--- src/rtl/synth_bus_pkg.sv ---
// rtl/synth_bus_pkg.sv - shared synth register bus definitions for channel programming
package synth_bus_pkg;

  localparam logic [15:0] REG_GATE       = 16'd0;
  localparam logic [15:0] REG_INCR       = 16'd1;
  localparam logic [15:0] REG_WAVETYPE   = 16'd2;
  localparam logic [15:0] REG_PULSEWIDTH = 16'd3;
  localparam logic [15:0] REG_SUSTAIN    = 16'd4;
  localparam logic [15:0] REG_LINEAR     = 16'd5;
  localparam logic [15:0] REG_ADSRSTATE  = 16'd6;

  localparam int DEFAULT_CHAN_STRIDE = 8;

  localparam logic [7:0] GATE_OFF_DATA = 8'h00;
  localparam logic [7:0] GATE_ON_DATA  = 8'h01;

  typedef enum logic [1:0] {
    ST_IDLE = 2'd0,
    ST_WSET = 2'd1,
    ST_WCLK = 2'd2
  } bus_state_e;

  // A write plan is a contiguous run of these steps; free note-ons skip the
  // leading gate-off, note-offs stop after it.
  typedef enum logic [1:0] {
    STEP_GATE_OFF = 2'd0,
    STEP_INCR     = 2'd1,
    STEP_GATE_ON  = 2'd2
  } write_step_e;

endpackage

--- src/rtl/voice_picker.sv ---
// rtl/voice_picker.sv - combinational voice selection: key match, lowest free voice, victim
module voice_picker #(
  parameter int NUM_CHANNELS = 4,
  parameter int IDX_W        = 2
) (
  input  logic [NUM_CHANNELS-1:0]   busy_i,
  input  logic [NUM_CHANNELS*7-1:0] keys_i,
  input  logic [6:0]                key_i,
  input  logic [IDX_W-1:0]          steal_ptr_i,
  output logic                      match_hit_o,
  output logic [IDX_W-1:0]          match_idx_o,
  output logic                      free_hit_o,
  output logic [IDX_W-1:0]          free_idx_o,
  output logic [IDX_W-1:0]          pick_idx_o
);

  // Scanning downward lets the lowest qualifying index win.
  always_comb begin
    match_hit_o = 1'b0;
    match_idx_o = '0;
    free_hit_o  = 1'b0;
    free_idx_o  = '0;
    for (int v = NUM_CHANNELS - 1; v >= 0; v--) begin
      if (busy_i[v] && (keys_i[v*7 +: 7] == key_i)) begin
        match_hit_o = 1'b1;
        match_idx_o = IDX_W'(v);
      end
      if (!busy_i[v]) begin
        free_hit_o = 1'b1;
        free_idx_o = IDX_W'(v);
      end
    end
  end

  always_comb begin
    if (match_hit_o) begin
      pick_idx_o = match_idx_o;
    end else if (free_hit_o) begin
      pick_idx_o = free_idx_o;
    end else begin
      pick_idx_o = steal_ptr_i;
    end
  end

endmodule

--- src/rtl/voice_allocator.sv ---
// rtl/voice_allocator.sv - polyphonic voice allocator and synth register bus master
module voice_allocator
  import synth_bus_pkg::*;
#(
  parameter int          NUM_CHANNELS = 4,
  parameter logic [15:0] BASE_ADDR    = 16'h0000,
  parameter int          CHAN_STRIDE  = DEFAULT_CHAN_STRIDE
) (
  input  logic                    Clock,
  input  logic                    Reset,
  input  logic                    NoteValid,
  input  logic                    NoteOn,
  input  logic [6:0]              NoteKey,
  input  logic [7:0]              NoteIncr,
  output logic                    NoteReady,
  output logic [15:0]             BusAddress,
  output logic [7:0]              BusDataOut,
  output logic                    BusWrite,
  output logic                    BusClock,
  output logic [NUM_CHANNELS-1:0] VoiceBusy
);

  localparam int              IDX_W      = (NUM_CHANNELS > 1) ? $clog2(NUM_CHANNELS) : 1;
  localparam logic [IDX_W-1:0] LAST_VOICE = IDX_W'(NUM_CHANNELS - 1);
  localparam logic [15:0]     STRIDE16   = 16'(CHAN_STRIDE);

  bus_state_e                state_q, state_d;
  write_step_e               step_q, step_d;
  logic [NUM_CHANNELS-1:0]   busy_q, busy_d;
  logic [NUM_CHANNELS*7-1:0] keys_q, keys_d;
  logic [IDX_W-1:0]          steal_q, steal_d;
  logic [IDX_W-1:0]          voice_q, voice_d;
  logic [7:0]                incr_q, incr_d;
  logic                      off_q, off_d;

  logic             match_hit, free_hit;
  logic [IDX_W-1:0] match_idx, free_idx, pick_idx;
  logic             accept, last_write;

  voice_picker #(
    .NUM_CHANNELS(NUM_CHANNELS),
    .IDX_W       (IDX_W)
  ) u_picker (
    .busy_i     (busy_q),
    .keys_i     (keys_q),
    .key_i      (NoteKey),
    .steal_ptr_i(steal_q),
    .match_hit_o(match_hit),
    .match_idx_o(match_idx),
    .free_hit_o (free_hit),
    .free_idx_o (free_idx),
    .pick_idx_o (pick_idx)
  );

  assign NoteReady  = Reset && (state_q == ST_IDLE);
  assign accept     = NoteValid && NoteReady;
  assign last_write = off_q || (step_q == STEP_GATE_ON);

  always_comb begin
    state_d = state_q;
    step_d  = step_q;
    busy_d  = busy_q;
    keys_d  = keys_q;
    steal_d = steal_q;
    voice_d = voice_q;
    incr_d  = incr_q;
    off_d   = off_q;
    unique case (state_q)
      ST_IDLE: begin
        if (accept && NoteOn) begin
          state_d = ST_WSET;
          voice_d = pick_idx;
          incr_d  = NoteIncr;
          off_d   = 1'b0;
          step_d  = (!match_hit && free_hit) ? STEP_INCR : STEP_GATE_OFF;
          if (!match_hit && !free_hit) begin
            steal_d = (steal_q == LAST_VOICE) ? '0 : steal_q + IDX_W'(1);
          end
          busy_d[pick_idx]              = 1'b1;
          keys_d[int'(pick_idx)*7 +: 7] = NoteKey;
        end else if (accept && match_hit) begin
          state_d = ST_WSET;
          voice_d = match_idx;
          off_d   = 1'b1;
          step_d  = STEP_GATE_OFF;
        end
      end
      ST_WSET: state_d = ST_WCLK;
      ST_WCLK: begin
        if (last_write) begin
          state_d = ST_IDLE;
          if (off_q) begin
            busy_d[voice_q] = 1'b0;
          end
        end else begin
          state_d = ST_WSET;
          step_d  = (step_q == STEP_GATE_OFF) ? STEP_INCR : STEP_GATE_ON;
        end
      end
      default: state_d = ST_IDLE;
    endcase
  end

  always_ff @(posedge Clock or negedge Reset) begin
    if (!Reset) begin
      state_q <= ST_IDLE;
      step_q  <= STEP_GATE_OFF;
      busy_q  <= '0;
      keys_q  <= '0;
      steal_q <= '0;
      voice_q <= '0;
      incr_q  <= '0;
      off_q   <= 1'b0;
    end else begin
      state_q <= state_d;
      step_q  <= step_d;
      busy_q  <= busy_d;
      keys_q  <= keys_d;
      steal_q <= steal_d;
      voice_q <= voice_d;
      incr_q  <= incr_d;
      off_q   <= off_d;
    end
  end

  // Bus outputs decode straight from registered state so reset clears them at once.
  always_comb begin
    BusAddress = '0;
    BusDataOut = '0;
    if (state_q != ST_IDLE) begin
      BusAddress = BASE_ADDR + 16'(voice_q) * STRIDE16
                 + ((step_q == STEP_INCR) ? REG_INCR : REG_GATE);
      unique case (step_q)
        STEP_INCR:    BusDataOut = incr_q;
        STEP_GATE_ON: BusDataOut = GATE_ON_DATA;
        default:      BusDataOut = GATE_OFF_DATA;
      endcase
    end
  end

  assign BusWrite  = (state_q != ST_IDLE);
  assign BusClock  = (state_q == ST_WCLK);
  assign VoiceBusy = busy_q;

endmodule

--- config.mk ---
export PLATFORM = sky130hd
export DESIGN_NAME = voice_allocator
export DESIGN_NICKNAME = d
export VERILOG_FILES = /design/src/rtl/synth_bus_pkg.sv /design/src/rtl/voice_picker.sv /design/src/rtl/voice_allocator.sv
export SDC_FILE = /design/constraint.sdc
export NUM_CORES = 1
export LEC_CHECK = 0
export CORE_MARGIN = 2
export CORE_UTILIZATION = 45
export DETAILED_ROUTE_END_ITERATION = 10
export GPL_ROUTABILITY_DRIVEN = 0
export PLACE_DENSITY = 0.79
export SLEW_MARGIN = 5
export SYNTH_ARGS = -nofsm -noshare
export SYNTH_HDL_FRONTEND = slang
export SYNTH_SLANG_ARGS = --single-unit
--- constraint.sdc ---
create_clock -name Clock -period 2.5 [get_ports Clock]
set_input_delay 0.25 -clock Clock [delete_from_list [all_inputs] [get_ports Clock]]
set_output_delay 0.25 -clock Clock [all_outputs]
set_load 0.01 [all_outputs]
==> metrics.yaml, run 1 <==
clock_tree:
  clock_path_buffers: 2
  path_clk_slew_ps: 90
  cts_buffers: 5
  clk_latency_ps: 310
  root_buffer: "clkbuf_8"
  cts_htree_levels: 2
  cts_tree: "yes"
  cts.sinks: 49
routing:
  dr.pass1.iters: 4
  top_layer: "met4"
  dr.first_iter.drc_count: 168
  wl_met1_um: 2933
  vias_per_cell: 5.429
  routedWlPerCell_um: 15.70
  ant_nets: 0
  vias: 2291
  wl_met3_um: 213
  routed_wl_um: 6627
  drc: 0
  wl_met2_um: 3384
sta:
  slew_viol_final: 0
  setup_tns_ps: 0
  hold_violations: 0
  skew_ps: 9.286
  post-route-period-util: 0.9645
  rsz0062_at_grt: "true"
  fin_crit_ps: 2411
  setup_violations: 0
  fmax_ghz: 0.4147
power_and_ir_drop:
  clockPowerShare: 0.116
  power.switching_uw: 1827
  p_leak_uw: 0.001722
  p_int_uw: 2593
  peakVddDrop_v: 0.0008155
  finalPower_uw: 4421
  power_density_mw_per_mm2: 1197
  pwr-share-comb: 0.571
  power_frac_seq: 0.314
  switching_share: 0.4133
yosys:
  synth_top_family_by_area: "simple AND/OR/NAND/NOR gates"
  synthAdderAreaFrac: 0.05172
  synthTopCellsByCount: "dfrtp_1, nand2_1, xor2_1, nor2_1, buf_4"
  syn-cell-area_mm2: 0.002903
  ys_seq_area_frac: 0.4224
  ys_seq_elements: 49
  yosys.area_share.xor_xnor: 0.08448
  yosysTopAreaCell: "dfrtp_1"
  synth_compound_area_frac: 0.1366
  synth_cell_type_count: 45
  syn_inst: 278
  ys.flop_type: "dfrtp_1"
  muxShareOfSynthArea: 0.04741
  yosys.area_share.simple: 0.1664
  synth.top_cell.area_share: 0.4224
  synth-async-reset-ratio: 1.000
  syn_avg_cell_area_um2: 10.44
  ys_warn_count: 0
  synth_edf_count: 0
  synth.most_common_cell: "dfrtp_1"
  ys_top_cells_by_area: "dfrtp_1, xor2_1, ha_1, a32o_1, buf_4"
global_routing:
  antenna_found_initial: 0
  grt-ovfl-total: 0
  grt_pass1_wl_um: 10820
  first_global_vias: 2156
  grt_max_degree: 34
  track_usage: 0.1888
final_layout:
  synthToLayoutAreaGrowth_pct: 27.24
  fin_util: 0.5884
  drive_gt1_frac: 0.2580
  instances_no_fill: 422
  num_antenna_cells: 0
  nets: 375
placed_design:
  io_buffers: 36
  dp_hpwl_um: 4742
  dp.cells: 409
floorplan:
  die_w_um: 84.32
  start_util: 0.4624
  io-pin-count: 50
  core_mm2: 0.006277
  rows: 29
  die-area_mm2: 0.007109
  chipHeight_um: 84.32
worst_setup_path:
  critPathCaptureType: "register"
  required_ps: 2730
  cp.arrival_ps: 2650
  critical_path_peak_fanout: 7
  start_kind: "register"
  crit_type: "reg2reg"
flow_run:
  cap_violations: 0
run_status:
  outcome: "finished clean"
min_path:
  hp-class: "in2reg"
## per-stage QoR
step	cell area [µm²]	worst slack, ps	hold slack, ps
6_report	3694	88.87	292.0
5_1_grt	3694	-48.09	313.4
4_1_cts	3606	45.31	466.5
3_5_place_dp	3481	-482.4	270.5
3_3_place_gp	3481	-402.5	254.8
2_1_floorplan	2997	12.77	-45.59
## metal layers
layer,vias up,track usage
li1,1086,-
met1,1149,0.2514
met2,47,0.3146
met3,9,0.02852
met4,0,0.06598
met5,-,0
## placed cells by master (no fill, tap or decap), types with 4 or more instances in the layout
cell / instances
dfrtp_1: 49
buf_4: 38
clkdlybuf4s50_1: 31
xor2_1: 24
nand2_1: 22
nor2_1: 14
a32o_1: 14
conb_1: 13
nand4_1: 10
mux2_2: 10
ha_1: 10
and3_1: 8
a21oi_1: 8
clkbuf_8: 7
inv_1: 6
nand3_1: 6
o21ai_1: 6
o21ai_0: 5
o31ai_2: 5
nor4_2: 4
xnor2_1: 4
and2_1: 4
## final timing paths
check | start | end | slack (ps) | cells after the start
worst max-delay path | keys_q[21] | keys_q[11] | 90 | 10
worst min-delay path | NoteKey[6] | keys_q[20] | 290 | 3
worst max register to register | keys_q[21] | keys_q[11] | 90 | 10
worst min register to register | state_q[1] | state_q[1] | 470 | 1
max in group asynchronous | Reset | keys_q[0] | 1610 | 3
min in group asynchronous | Reset | VoiceBusy[2] | 520 | 3
## logic make-up (layout without fill, tap and decap cells)
group,after synthesis,count (layout)
AO/OA/AOI/OAI,51,51
XOR/XNOR,28,28
adder cells (fa/ha/maj),12,12
buffers and inverters,38,93
flip-flops,49,49
multiplexers,12,12
other,1,13
AND/OR/NAND/NOR,87,87
## final cells by class
class / count / area [µm²]
fill: 514 / 2584
multi-input combinational: 203 / 1541
sequential: 49 / 1226
timing repair buffer: 78 / 699.4
clock buffer: 7 / 96.34
tap: 77 / 96.34
inverter: 7 / 28.78
clock inverter: 1 / 5.005
## state kept, by name, summed over array words and instances (netlist names)
signal and flops:
incr_q 8, VoiceBusy 4, steal_q 2, state_q 2
keys_q 28, step_q 2, voice_q 2, off_q 1
## what timing repair did
action,4_1_cts,5_1_grt
setup endpoints to repair,28,28
endpoints found under the hold margin,18,0
gates resized for setup,4,21
hold buffers,1,0
buffers inserted,0,4
pin swaps,0,18
## critical path, cell delays in order, from the launching register on
cell and delay [ps]:
dfrtp_1 400, xor2_1 180, nor4_2 320, and4_1 280
o21ai_2 90, a21boi_4 240, inv_4 70, ha_4 260
buf_4 140, nor2_4 160, a32o_1 210
## power by group through the flow
| stage | Clock, µW | Combinational (µW) | Sequential [µW] |
|---|---|---|---|
| 6_report | 511 | 2520 | 1390 |
| 5_1_grt | 555 | 2750 | 1430 |
| 4_1_cts | 525 | 2280 | 1380 |
| 3_5_place_dp | 0 | 2240 | 1400 |
| 3_3_place_gp | 0 | 2200 | 1380 |
| 2_1_floorplan | 0 | 1500 | 1340 |
Power figures use the tool's default switching activity.
==> run 2: changes to the inputs <==
Settings changed: CORE_MARGIN 2 to 5.
==> run 2 against run 1 <==
Global-route usage decreased by 2.7 points. Critical path type unchanged. Critical endpoint is now keys_q[2]. Worst hold slack improved by 44 ps. Setup slack lost 7.1 ps. Final area shrank 0.68%. Total power shrank 4.1%.
==> metrics.yaml, run 2 (synthesized netlist as in run 1, its figures left out) <==
floorplan:
  io-pin-count: 50  # unchanged
  die-area_mm2: 0.008157  # was 0.007109 mm²
  chipHeight_um: 90.32  # was 84.32 µm
  start_util: 0.4598  # was 0.4624
  rows: 29  # unchanged
  die_w_um: 90.32  # was 84.32 µm
  core_mm2: 0.006314  # was 0.006277 mm²
sta:
  skew_ps: 2.916  # was 9.286 ps
  hold_violations: 0  # unchanged
  setup_violations: 0  # unchanged
  slew_viol_final: 0  # unchanged
  post-route-period-util: 0.9673  # was 0.9645
  final.setup.worst_slack_ps: 81.76  # was 88.87 ps
  fmax_ghz: 0.4135  # was 0.4147 GHz
  fin_crit_ps: 2418  # was 2411 ps
worst_setup_path:
  regToRegStartpoint: "keys_q[27]"  # was keys_q[21]
  start_kind: "register"  # unchanged
  crit_type: "reg2reg"  # unchanged
  required_ps: 2700  # was 2730 ps
  cp.arrival_ps: 2620  # was 2650 ps
  critical_path_peak_fanout: 7  # unchanged
  worst-r2r-setup-slack_ps: 80  # was 90 ps
  cp-startpoint: "keys_q[27]"  # was keys_q[21]
  critPathCaptureType: "register"  # unchanged
  rr_worst_depth: 10  # unchanged
  r2r-end: "keys_q[2]"  # was keys_q[11]
final_layout:
  nets: 373  # was 375
  drive_gt1_frac: 0.2427  # was 0.2580
  final_cell_mix: "dfrtp_1, buf_4, clkdlybuf4s50_1, nand2_1, xor2_1"  # was dfrtp_1, buf_4, clkdlybuf4s50_1, xor2_1, nand2_1
  synthToLayoutAreaGrowth_pct: 26.38  # was 27.24%
  fin_util: 0.5811  # was 0.5884
  num-fill-cells: 530  # was 514
  regMostFlops: "keys_q"  # unchanged
  num_antenna_cells: 0  # unchanged
  final_common_cell: "dfrtp_1"  # unchanged
  largest_register_ff_count: 28  # unchanged
global_routing:
  antenna_found_initial: 0  # unchanged
  grt-ovfl-total: 0  # unchanged
  track_usage: 0.1614  # was 0.1888
  grt_pass1_wl_um: 10900  # was 10820 µm
  first_global_vias: 2223  # was 2156
  grt_max_degree: 35  # was 34
routing:
  vias: 2266  # was 2291
  dr.first_iter.drc_count: 202  # was 168
  routed_wl_um: 6595  # was 6627 µm
  vias_per_cell: 5.408  # was 5.429
  ant_nets: 0  # unchanged
  routedWlPerCell_um: 15.74  # was 15.70 µm
  dr.pass1.iters: 4  # unchanged
  drc: 0  # unchanged
min_path:
  min_delay_path_depth: 3  # unchanged
  hold_start: "NoteKey[5]"  # was NoteKey[6]
  min_to: "keys_q[19]"  # was keys_q[20]
  hp-class: "in2reg"  # unchanged
clock_tree:
  root_buffer: "clkbuf_8"  # unchanged
  clk_latency_ps: 290  # was 310 ps
  cts.sinks: 49  # unchanged
  cts_buffers: 5  # unchanged
  path_clk_slew_ps: 80  # was 90 ps
  cts_htree_levels: 2  # unchanged
  clock_path_buffers: 2  # unchanged
  cts_tree: "yes"  # unchanged
power_and_ir_drop:
  power_density_mw_per_mm2: 1156  # was 1197 mW/mm²
  p_leak_uw: 0.001691  # was 0.001722 µW
  peakVddDrop_v: 0.0006782  # was 0.0008155 V
flow_run:
  cap_violations: 0  # unchanged
run_status:
  outcome: "finished clean"  # unchanged
placed_design:
  dp_hpwl_um: 4848  # was 4742 µm
  io_buffers: 36  # unchanged
  dp_slack_ps: -438.2  # was -482.4 ps
## run 2: cell types whose count changed in the layout (fill, tap and decap cells not counted), moves of 2 or more
cell | before | now
nand3_1 | 6 | 8
nor4_2 | 4 | 2
nor2_2 | 3 | 1
nand3_2 | 2 | 0
o21ai_0 | 5 | 8
o21ai_1 | 6 | 3
xor2_1 | 24 | 22
nor2_4 | 1 | 3
## run 2: worst max-delay path by stage
stage                 endpoint  slack [ps]  depth (start not counted)
floorplan           keys_q[21]          10                         13
global placement     keys_q[9]        -380                          9
detailed placement  keys_q[15]        -440                         10
CTS                  keys_q[5]          30                         12
global route         keys_q[2]         -60                         13
finish               keys_q[2]          80                         10
## run 2: critical path, cell delays in order (launching register included)
cell      delay [ps]
dfrtp_1          410
xor2_1           160
nor4_2           330
and4_1           290
o21ai_2           80
a21boi_4         220
inv_4             80
ha_4             320
buf_6            130
nand3_1          100
o31ai_2          210
## run 2: routing by layer
metal / vias to the layer above / wire length, µm / track usage
li1: 1086 / - / -
met1: 1111 / 2705 / 0.1947
met2: 58 / 3444 / 0.2854
met3: 11 / 291 / 0.02667
met4: 0 / 153 / 0.06328
met5: - / 0 / 0
## run 2: timing repair
item,in CTS,in global routing
setup buffers,3,3
pin swaps,2,10
setup endpoints to repair,29,30
hold endpoints to repair,15,0
hold buffers,1,0
gates resized for setup,6,18
## run 2: area by class of cell
| type | instances | area, µm² | area share |
|---|---|---|---|
| Multi-Input combinational cell | 203 | 1563 | 0.4260 |
| Tap cell | 77 | 96.34 | 0.02626 |
| Sequential cell | 49 | 1226 | 0.3342 |
| Timing Repair Buffer | 76 | 668.1 | 0.1821 |
| Inverter | 7 | 28.78 | 0.007844 |
| Clock buffer | 7 | 86.33 | 0.02353 |
## run 2: power by group
part | internal, µW | switching [µW]
clock | 220 | 242
combinational | 1130 | 1260
sequential | 1120 | 277
total | 2470 | 1770
## run 2: per-stage QoR
step	power, µW	instances	hold slack (ps)	TNS (ps)	area (µm²)
finish	4240	419	335.8	0	3669
global placement	3460	405	229.0	-9676	3438
detailed placement	3526	405	236.5	-11280	3438
floorplan	2839	290	-45.59	0	2997
CTS	4102	416	452.0	0	3573
global route	4547	419	382.3	-260.1	3669
==> run 3: changes to the inputs <==
Settings changed: PLACE_DENSITY 0.79 to 0.77, SLEW_MARGIN 5 to 20.
Clock period 2.5 ns to 3.01 ns, I/O delays scaled along.
==> run 3 against run 2 <==
Final cell count shrank 0.95%. Final area is 2.9% lower. Critical path depth up 2. Setup slack gained 170 ps. First-iteration DRC count is 22% lower. Wire length increased by 2.1%. Non-clock buffer count shrank 5. Global-route usage up 0.59 points. Worst hold slack improved by 28 ps.
==> metrics.yaml, run 3 (synthesized netlist as in run 1, its figures left out) <==
worst_setup_path:
  regToRegStartpoint: "keys_q[17]"  # was keys_q[27]
  cp.arrival_ps: 2990  # was 2620 ps
  required_ps: 3240  # was 2700 ps
  cp-startpoint: "NoteKey[6]"  # was keys_q[27]
  rr_worst_depth: 11  # was 10
  crit_type: "in2reg"  # was reg2reg
  r2r-end: "keys_q[20]"  # was keys_q[2]
  critical_path_peak_fanout: 7  # unchanged
  worst-r2r-setup-slack_ps: 430  # was 80 ps
  start_kind: "input pin"  # was register
  cp-endpoint: "keys_q[20]"  # was keys_q[2]
  critPathCaptureType: "register"  # unchanged
clock_tree:
  clock_path_buffers: 2  # unchanged
  clk_latency_ps: 310  # was 290 ps
  cts.sinks: 49  # unchanged
  path_clk_slew_ps: 90  # was 80 ps
  cts_resized: 0  # was 6
  cts_buffers: 5  # unchanged
  cts_htree_levels: 2  # unchanged
  cts_tree: "yes"  # unchanged
  root_buffer: "clkbuf_8"  # unchanged
  cts_setup_buffers: 0  # was 3
  ctsHoldBuffers: 1  # unchanged
routing:
  drc: 0  # unchanged
  routed_wl_um: 6733  # was 6595 µm
  dr.pass1.iters: 4  # unchanged
  vias_per_cell: 5.535  # was 5.408
  routedWlPerCell_um: 16.22  # was 15.74 µm
  dr.first_iter.drc_count: 158  # was 202
  ant_nets: 0  # unchanged
  vias: 2297  # was 2266
floorplan:
  chipHeight_um: 90.32  # unchanged
  start_util: 0.4598  # unchanged
  die-area_mm2: 0.008157  # unchanged
  rows: 29  # unchanged
  die_w_um: 90.32  # unchanged
  core_mm2: 0.006314  # unchanged
  io-pin-count: 50  # unchanged
global_routing:
  grt_max_degree: 45  # was 35
  track_usage: 0.1673  # was 0.1614
  grt.busiest_layer: "met2"  # unchanged
  grt_pass1_wl_um: 11280  # was 10900 µm
  grt.met3_usage: 0.03083  # was 0.02667
  grtUsageMet1: 0.2239  # was 0.1947
  grt-ovfl-total: 0  # unchanged
  use_met2: 0.2762  # was 0.2854
  antenna_found_initial: 0  # unchanged
  first_global_vias: 2304  # was 2223
sta:
  tightest_slew_ps: 553.4
  rsz0062_at_grt: "false"
  whs_ps: 363.9  # was 335.8 ps
  fmax_ghz: 0.3621
  fin_crit_ps: 2761
  skew_ps: 11.27  # was 2.916 ps
  maxSlewHeadroom: 0.6311
  post-route-period-util: 0.9174
  hold_violations: 0  # unchanged
  slew_viol_final: 0  # unchanged
  setup_violations: 0  # unchanged
run_status:
  outcome: "finished clean"  # unchanged
min_path:
  hp-class: "in2async"  # was in2reg
power_and_ir_drop:
  p_leak_uw: 0.001647  # was 0.001691 µW
  peakVddDrop_v: 0.0005131  # was 0.0006782 V
  power_density_mw_per_mm2: 970.7  # was 1156 mW/mm²
  finalPower_uw: 3459  # was 4240 µW
final_layout:
  num_antenna_cells: 0  # unchanged
  drive_gt1_frac: 0.1923  # was 0.2427
  regMostFlops: "keys_q"  # unchanged
  largest_register_ff_count: 28  # unchanged
  final_cell_mix: "dfrtp_1, clkdlybuf4s50_1, buf_4, xor2_1, nand2_1"  # was dfrtp_1, buf_4, clkdlybuf4s50_1, nand2_1, xor2_1
  synthToLayoutAreaGrowth_pct: 22.76  # was 26.38%
  final_common_cell: "dfrtp_1"  # unchanged
  instances_no_fill: 415  # was 419
  nets: 368  # was 373
  fin_util: 0.5644  # was 0.5811
placed_design:
  io_buffers: 36  # unchanged
  dp.cells: 406  # was 405
  dp_hpwl_um: 5011  # was 4848 µm
flow_run:
  cap_violations: 0  # unchanged
==> run 3: cell types whose count changed in the layout (fill, tap and decap cells not counted), moves of 3 or more <==
cell | before | now
buf_4 | 37 | 33
clkdlybuf4s50_1 | 31 | 35
nor2_1 | 14 | 17
nor2_4 | 3 | 0
o21ai_0 | 8 | 11
o21ai_1 | 3 | 0
o31ai_1 | 3 | 6
o31ai_2 | 4 | 1
==> run 3: per-layer routing <==
| metal | wire length [µm] | part of all wire |
|---|---|---|
| met5 | 0 | 0 |
| met4 | 88 | 0.013 |
| met3 | 452 | 0.067 |
| met2 | 3290 | 0.49 |
| met1 | 2902 | 0.43 |
==> run 3: cell type report <==
| cell class | instances | area, µm² |
|---|---|---|
| repair buffers | 71 | 633.1 |
| inverters | 7 | 26.28 |
| fillers | 553 | 2750 |
| multi-input cells | 203 | 1461 |
| clock inverters | 2 | 37.54 |
| flip-flops and latches | 49 | 1226 |
| clock buffers | 6 | 82.58 |
| well taps | 77 | 96.34 |
==> run 3: worst min-delay path by stage <==
stage | slack, ps | depth (start not counted) | start | endpoint
finish | 360 | 2 | Reset | step_q[0]
detailed placement | 170 | 1 | Reset | step_q[0]
floorplan | 5 | 0 | Reset | VoiceBusy[0]
CTS | 360 | 2 | Reset | step_q[0]
global route | 370 | 2 | Reset | step_q[0]
global placement | 170 | 1 | Reset | step_q[0]
==> run 3: critical path, cell delays in order <==
cell             delay [ps]
clkdlybuf4s50_1         550
xor2_1                  240
nor4_2                  320
nand4_4                 150
o211a_1                 150
nor2_1                  240
inv_1                   160
ha_1                    230
nor2_1                  190
buf_4                   170
nand4_1                 110
o21ai_0                 170
==> run 3: stage by stage <==
stage	setup slack, ps	cell area, µm²	setup TNS (ps)
after floorplan	240.9	2948	0
after global placement	10.84	3433	0
after detailed placement	-46.72	3433	-355.6
after CTS	263.0	3563	0
after global routing	20.91	3563	0
final	248.6	3563	0
==> run 3: power breakdown <==
group / switching [µW] / leakage [µW] / internal [µW]
registers: 226 / 0.000642 / 926
clock network: 226 / 0.0000574 / 270
logic: 960 / 0.000948 / 851
